--- src/rtl/pipelined_ppa.sv ---
// Pipelined Wallace-tree partial-product adder: registered 3:2 carry-save levels
// reduce NUM_PP operands to a sum/carry pair, with an optional registered final add.
module pipelined_ppa #(
  parameter int WIDTH     = 32,
  parameter int NUM_PP    = 16,
  parameter int FINAL_ADD = 1
) (
  input  logic                    clk,
  input  logic                    rst,
  input  logic                    in_valid,
  output logic                    in_ready,
  input  logic [NUM_PP*WIDTH-1:0] x,
  output logic                    out_valid,
  input  logic                    out_ready,
  output logic [WIDTH-1:0]        s,
  output logic [WIDTH-1:0]        c,
  output logic [WIDTH-1:0]        sum
);

  // Operand count remaining after lvl carry-save levels.
  function automatic int ops_at(input int lvl);
    int n;
    n = NUM_PP;
    for (int i = 0; i < lvl; i++) n = 2 * (n / 3) + n % 3;
    return n;
  endfunction

  function automatic int num_levels();
    int n;
    int l;
    n = NUM_PP;
    l = 0;
    for (int i = 0; i < 8; i++) begin
      if (n > 2) begin
        n = 2 * (n / 3) + n % 3;
        l++;
      end
    end
    return (l < 1) ? 1 : l;
  endfunction

  localparam int L = num_levels();

  if (NUM_PP < 3 || NUM_PP > 28) begin : g_bad_num_pp
    $error("pipelined_ppa: NUM_PP must lie in 3..28");
  end

  typedef logic [NUM_PP-1:0][WIDTH-1:0] ops_t;

  // One carry-save level: full adders on consecutive triples, leftovers pass through.
  // Each adder writes its sum at 2f and its left-shifted carry at 2f+1.
  function automatic ops_t reduce(input ops_t a, input int n_in);
    ops_t r;
    int   nfa;
    r   = '0;
    nfa = n_in / 3;
    for (int f = 0; f < NUM_PP / 3; f++) begin
      if (f < nfa) begin
        r[2*f]   = a[3*f] ^ a[3*f+1] ^ a[3*f+2];
        r[2*f+1] = ((a[3*f] & a[3*f+1]) | (a[3*f] & a[3*f+2]) | (a[3*f+1] & a[3*f+2])) << 1;
      end
    end
    for (int p = 0; p < 2; p++) begin
      if (p < n_in - 3 * nfa) r[2*nfa+p] = a[3*nfa+p];
    end
    return r;
  endfunction

  // Handshake: a transfer happens on a rising edge where valid and ready are both high.
  // The whole pipeline freezes while a finished result waits on the consumer.
  logic stall;
  assign stall    = out_valid & ~out_ready;
  assign in_ready = ~stall;

  ops_t         xin;
  ops_t         lvl_d [L];
  ops_t         lvl_q [L];
  logic [L-1:0] vld_q;

  always_comb begin
    for (int j = 0; j < NUM_PP; j++) xin[j] = x[j*WIDTH +: WIDTH];
    lvl_d[0] = reduce(xin, NUM_PP);
    for (int k = 1; k < L; k++) lvl_d[k] = reduce(lvl_q[k-1], ops_at(k));
  end

  always_ff @(posedge clk or posedge rst) begin
    if (rst) begin
      vld_q <= '0;
      for (int k = 0; k < L; k++) lvl_q[k] <= '0;
    end else if (!stall) begin
      vld_q[0] <= in_valid;
      for (int k = 1; k < L; k++) vld_q[k] <= vld_q[k-1];
      lvl_q <= lvl_d;
    end
  end

  if (FINAL_ADD != 0) begin : g_cpa
    logic             v_q;
    logic [WIDTH-1:0] s_q;
    logic [WIDTH-1:0] c_q;
    logic [WIDTH-1:0] sum_q;

    always_ff @(posedge clk or posedge rst) begin
      if (rst) begin
        v_q   <= 1'b0;
        s_q   <= '0;
        c_q   <= '0;
        sum_q <= '0;
      end else if (!stall) begin
        v_q   <= vld_q[L-1];
        s_q   <= lvl_q[L-1][0];
        c_q   <= lvl_q[L-1][1];
        sum_q <= lvl_q[L-1][0] + lvl_q[L-1][1];
      end
    end

    assign out_valid = v_q;
    assign s         = s_q;
    assign c         = c_q;
    assign sum       = sum_q;
  end else begin : g_carry_save
    assign out_valid = vld_q[L-1];
    assign s         = lvl_q[L-1][0];
    assign c         = lvl_q[L-1][1];
    assign sum       = '0;
  end

endmodule

--- config.mk ---
export PLATFORM = sky130hd
export DESIGN_NAME = pipelined_ppa
export DESIGN_NICKNAME = d
export VERILOG_FILES = /design/src/rtl/pipelined_ppa.sv
export SDC_FILE = /design/constraint.sdc
export NUM_CORES = 2
export LEC_CHECK = 0
export ABC_CLOCK_PERIOD_IN_PS = 40500
export CAP_MARGIN = 20
export CORE_ASPECT_RATIO = 0.8
export CORE_UTILIZATION = 45
export DETAILED_ROUTE_END_ITERATION = 6
export PLACE_DENSITY = 0.74
export SKIP_CTS_REPAIR_TIMING = 1
export SLEW_MARGIN = 20
export SYNTH_ARGS = -nofsm -noshare
export SYNTH_HDL_FRONTEND = slang
export SYNTH_SLANG_ARGS = --single-unit
--- constraint.sdc ---
create_clock -name clk -period 40.5 [get_ports clk]
set_input_delay 4.05 -clock clk [delete_from_list [all_inputs] [get_ports clk]]
set_output_delay 4.05 -clock clk [all_outputs]
set_load 0.01 [all_outputs]
# Word level (Yosys, flattened, before mapping)
# Index checks and enable logic that the tools add are counted.
[word_totals]
output_inout_bits = 98
word_cells = 141
reg_bits = 1173
inputBits = 516
[classes]
bitwise_logic = 101
n_addsub = 1
[ops]
columns = ["op", "n"]
rows = [
  ["$and A31 B31 Y31", 42],
  ["$xor A32 B32 Y32", 28],
  ["$or A31 B31 Y31", 28],
  ["$add A32 B32 Y32", 1],
  ["$not A1 Y1", 2],
  ["$and A1 B1 Y1", 1],
]

# Logic depth before layout (Yosys ltp)
[logic_depth]
word_depth = 3
ltp_mapped = 10
depth_no_buf = 10

# Worst setup path before layout
# No wires, ideal clock.
[synth_path]
kind = "input to output"
start = "input out_ready"
end = "output in_ready"
n_path_buf = 4
path_stages = 6
setup_slack_ns = 31.266
t_required_ns = 36.450
t_arrival_ns = 5.184
cell_sequence = "nor2b_1 -> clkbuf_1 -> clkinv_1 -> clkbuf_1 -> clkbuf_1 -> clkbuf_1"
[synth_between]
elab_chain_cells = 3
[synth_lines]
columns = ["element", "line_no", "rtl"]
rows = [
  ["from (decl)", "14", "input logic out_ready,"],
  ["$not A1 Y1", "72", "assign stall = out_valid & ~out_ready;"],
  ["$and A1 B1 Y1", "72", ""],
  ["$not A1 Y1", "73", "assign in_ready = ~stall;"],
  ["to (decl)", "11", "output logic in_ready,"],
]
# Every way passes these cells.

# Worst setup path in the final report
# Ends and elaborated chain as after synthesis.

==> metrics.md <==
| Metric | Value |
|---|---|
| Critical Path Start Type | `input port` |
| Share of the synthesized area in the top cell type | `0.542` |
| Maximum vdd drop | `0.0419 mV` |
| Unrepaired setup endpoints after global routing | `no` |
| Die H | `about 310 um` |
| Power Dens Cells | `79.2 nW/um^2` |
| Ratio of cells with drive above 1 in the final layout | `0.0389` |
| Vias in the first global route | `39700` |
| Final setup vio count | `0` |
| Period minus WS final | `10300 ps` |
| Total track usage | `0.236` |
| DP Worst Slack | `just over 30000 ps` |
| Achievable frequency | `97.1 MHz` |
| GR Overflow Total | `0` |
| Die area | `121000 sq um` |
| Final Hold Fails | `0` |
| Final WL | `approximately 140 mm` |
| Async S/R FF share, synth | `1.00` |
| Crit. End Element | `output pin` |
| Ports | `614` |
| Crit-path most repeated cell | `clkdlybuf4s50_1` |
| WL/cell | `17.9 um` |
| Placer Congestion | `approximately 0.83` |
| Status | `finished, final reports clean` |
| Max_slew headroom | `0.287` |
| CTS Buf Count | `117` |
| Max-Cap Viols | `0` |
| DR DRC count | `0` |
| Syn_area_per_cell | `9.63 sq um` |
| Leakage | `between 0.03 and 0.04 uW` |
| # port buffers | `between 600 and 700` |
| Max Root-Sink Buffers | `3` |
| Core footprint | `119000 sq um` |
| Root buffer cell | `clkbuf_16` |
| Clock Sinks | `1165` |
| Commonest non-fill, non-tap cell in the layout | `nand2_1` |
| Die W | `388 um` |
| Row count | `113` |
| Synth-to-layout area growth | `21.2%` |
| Final WS setup | `approximately 30000 ps` |
| Nets | `7049` |
| First-pass GRT wire length | `222 mm` |
| Largest net degree at the start of global routing | `237` |
| Vias/cell | `4.91` |
| Number of detailed-route iterations in the first pass | `5` |
| Post-Syn Instances | `5581` |
| Post-Syn Area | `53800 sq um` |
| Yosys cell types | `67` |
| Post-synth EDFFs | `0` |
| Most used DFF post-synth | `dfrtp_1` |
| Slowest stage delay, CP | `590 ps` |
| Worst-Skew Late Latency | `around 720 ps` |
| Max-slew violations | `0` |
| Initial antenna violation count | `15` |
| Slowest CP cell | `clkdlybuf4s50_1` |
| Crit path cell chain | `clkdlybuf4s50_1 -> nor2b_4 -> buf_12 -> inv_8 -> clkdlybuf4s50_1` |
| ANT nets after route | `0` |
| Main area contributors after synthesis | `dfrtp_1 (54%), nand2_1 (24%), fa_1 (16%)` |
| WHS | `approximately 460 ps` |
| DRT iter0 DRCs | `2755` |
| #FFs+latches synth | `1165` |
| Initial Utilization | `0.453` |
| CTS tree | `built` |
| DPL Wire Length | `101 mm` |
| Worst Path Max Fanout | `187` |
| Yosys warnings | `0` |
| Setup TNS | `0 ps` |
| Final period utilization | `0.254` |
| Clock transition at the registers of the reported paths | `60 ps` |
| Yosys top cell by area | `dfrtp_1` |
| Setup CP Type | `in -> out` |
| Worst Hold Class | `reg -> reg` |
| Layout Skew | `32.0 ps` |
| Critical Path AT | `approximately 6300 ps` |
| Most frequent cells in the layout | `nand2_1 (3401), dfrtp_1 (1165), clkdlybuf4s50_1 (611)` |
| Routed vias | `37900` |
| H-Tree Depth | `3` |
| Slew @ Worst Pin | `roughly 1100 ps` |
| Sequential fraction of the synthesis area | `0.542` |
| Data required time of the worst path | `36450 ps` |
-- sequential cells by signal, indices dropped and copies added, names as in the netlist --
signal     cells
c             30
s             30
lvl_q        910
sum           32
out_valid      1
lvl_d        156
vld_q          6
-- per-stage QoR --
step	utilization	total power (uW)	std cells	cell area (sq um)
finish	0.549	5160	7726	65200
global route	0.549	5610	7725	65200
CTS	0.549	5230	7720	65100
detailed placement	0.515	4090	7503	61100
global placement	0.515	4020	7503	61100
floorplan	-	3250	5582	53800
-- worst max-delay path: cells and delay by family --
kind                   cells  cell delay (ps)
buffers and inverters      4             1930
AND/OR/NAND/NOR            1              140
-- area by class of cell --
type                            count  area, sq um
Fill cell                       10500        53500
Sequential cell                  1165        29200
Tap cell                         1552         1940
Multi-Input combinational cell   4129        23500
Antenna cell                        3         7.51
Clock inverter                     44          559
Inverter                           14         67.6
Timing Repair Buffer              646         6530
Clock buffer                      173         3440
-- synthesized netlist by cell type (4+ instances only) --
cell type,instances
nand2_1,3401
o211ai_1,7
xnor2_1,26
dfrtp_1,1165
o21ai_0,27
nand4_1,6
or3_1,5
o31ai_1,4
nor2_1,29
o21ai_1,7
xor2_1,21
mux2i_1,4
ha_1,37
buf_1,17
nor3b_1,5
a31oi_1,4
fa_1,423
inv_1,12
nor2b_1,4
a21o_1,12
o21bai_1,5
a21oi_1,41
nand3_1,9
buf_4,4
clkbuf_1,243
-- per-layer routing --
metal,routed length (um),up-vias,track usage
met1,62800,18900,0.337
met2,66600,812,0.385
met4,3080,4,0.0538
met3,5590,188,0.0324
met5,25,-,0
li1,-,18000,-
-- cell families after synthesis --
family	share of synthesized area
AO/OA/AOI/OAI	0.0159
XOR/XNOR	0.00766
adder cells (fa/ha/maj)	0.166
buffers and inverters	0.0215
flip-flops	0.542
multiplexers	0.000745
other	0.0000698
AND/OR/NAND/NOR	0.246
-- path summary, 6_finish.rpt --
path,depth (start not counted),from,slack (ps),endpoint
worst max-delay path,5,out_ready,30200,in_ready
worst min-delay path,2,lvl_d[2266],460,lvl_d[1690]
worst max register to register,8,out_valid,35140,lvl_q[1605]
worst min register to register,2,lvl_d[2266],460,lvl_d[1690]
max in group asynchronous,5,rst,33710,lvl_q[2593]
min in group asynchronous,2,rst,3850,lvl_q[2588]
-- power breakdown --
group / switching, uW / internal (uW) / total, uW
Sequential: 433 / 1700 / 2130
Combinational: 1120 / 790 / 1910
Clock: 466 / 652 / 1120
Power figures use the tool's default switching activity.
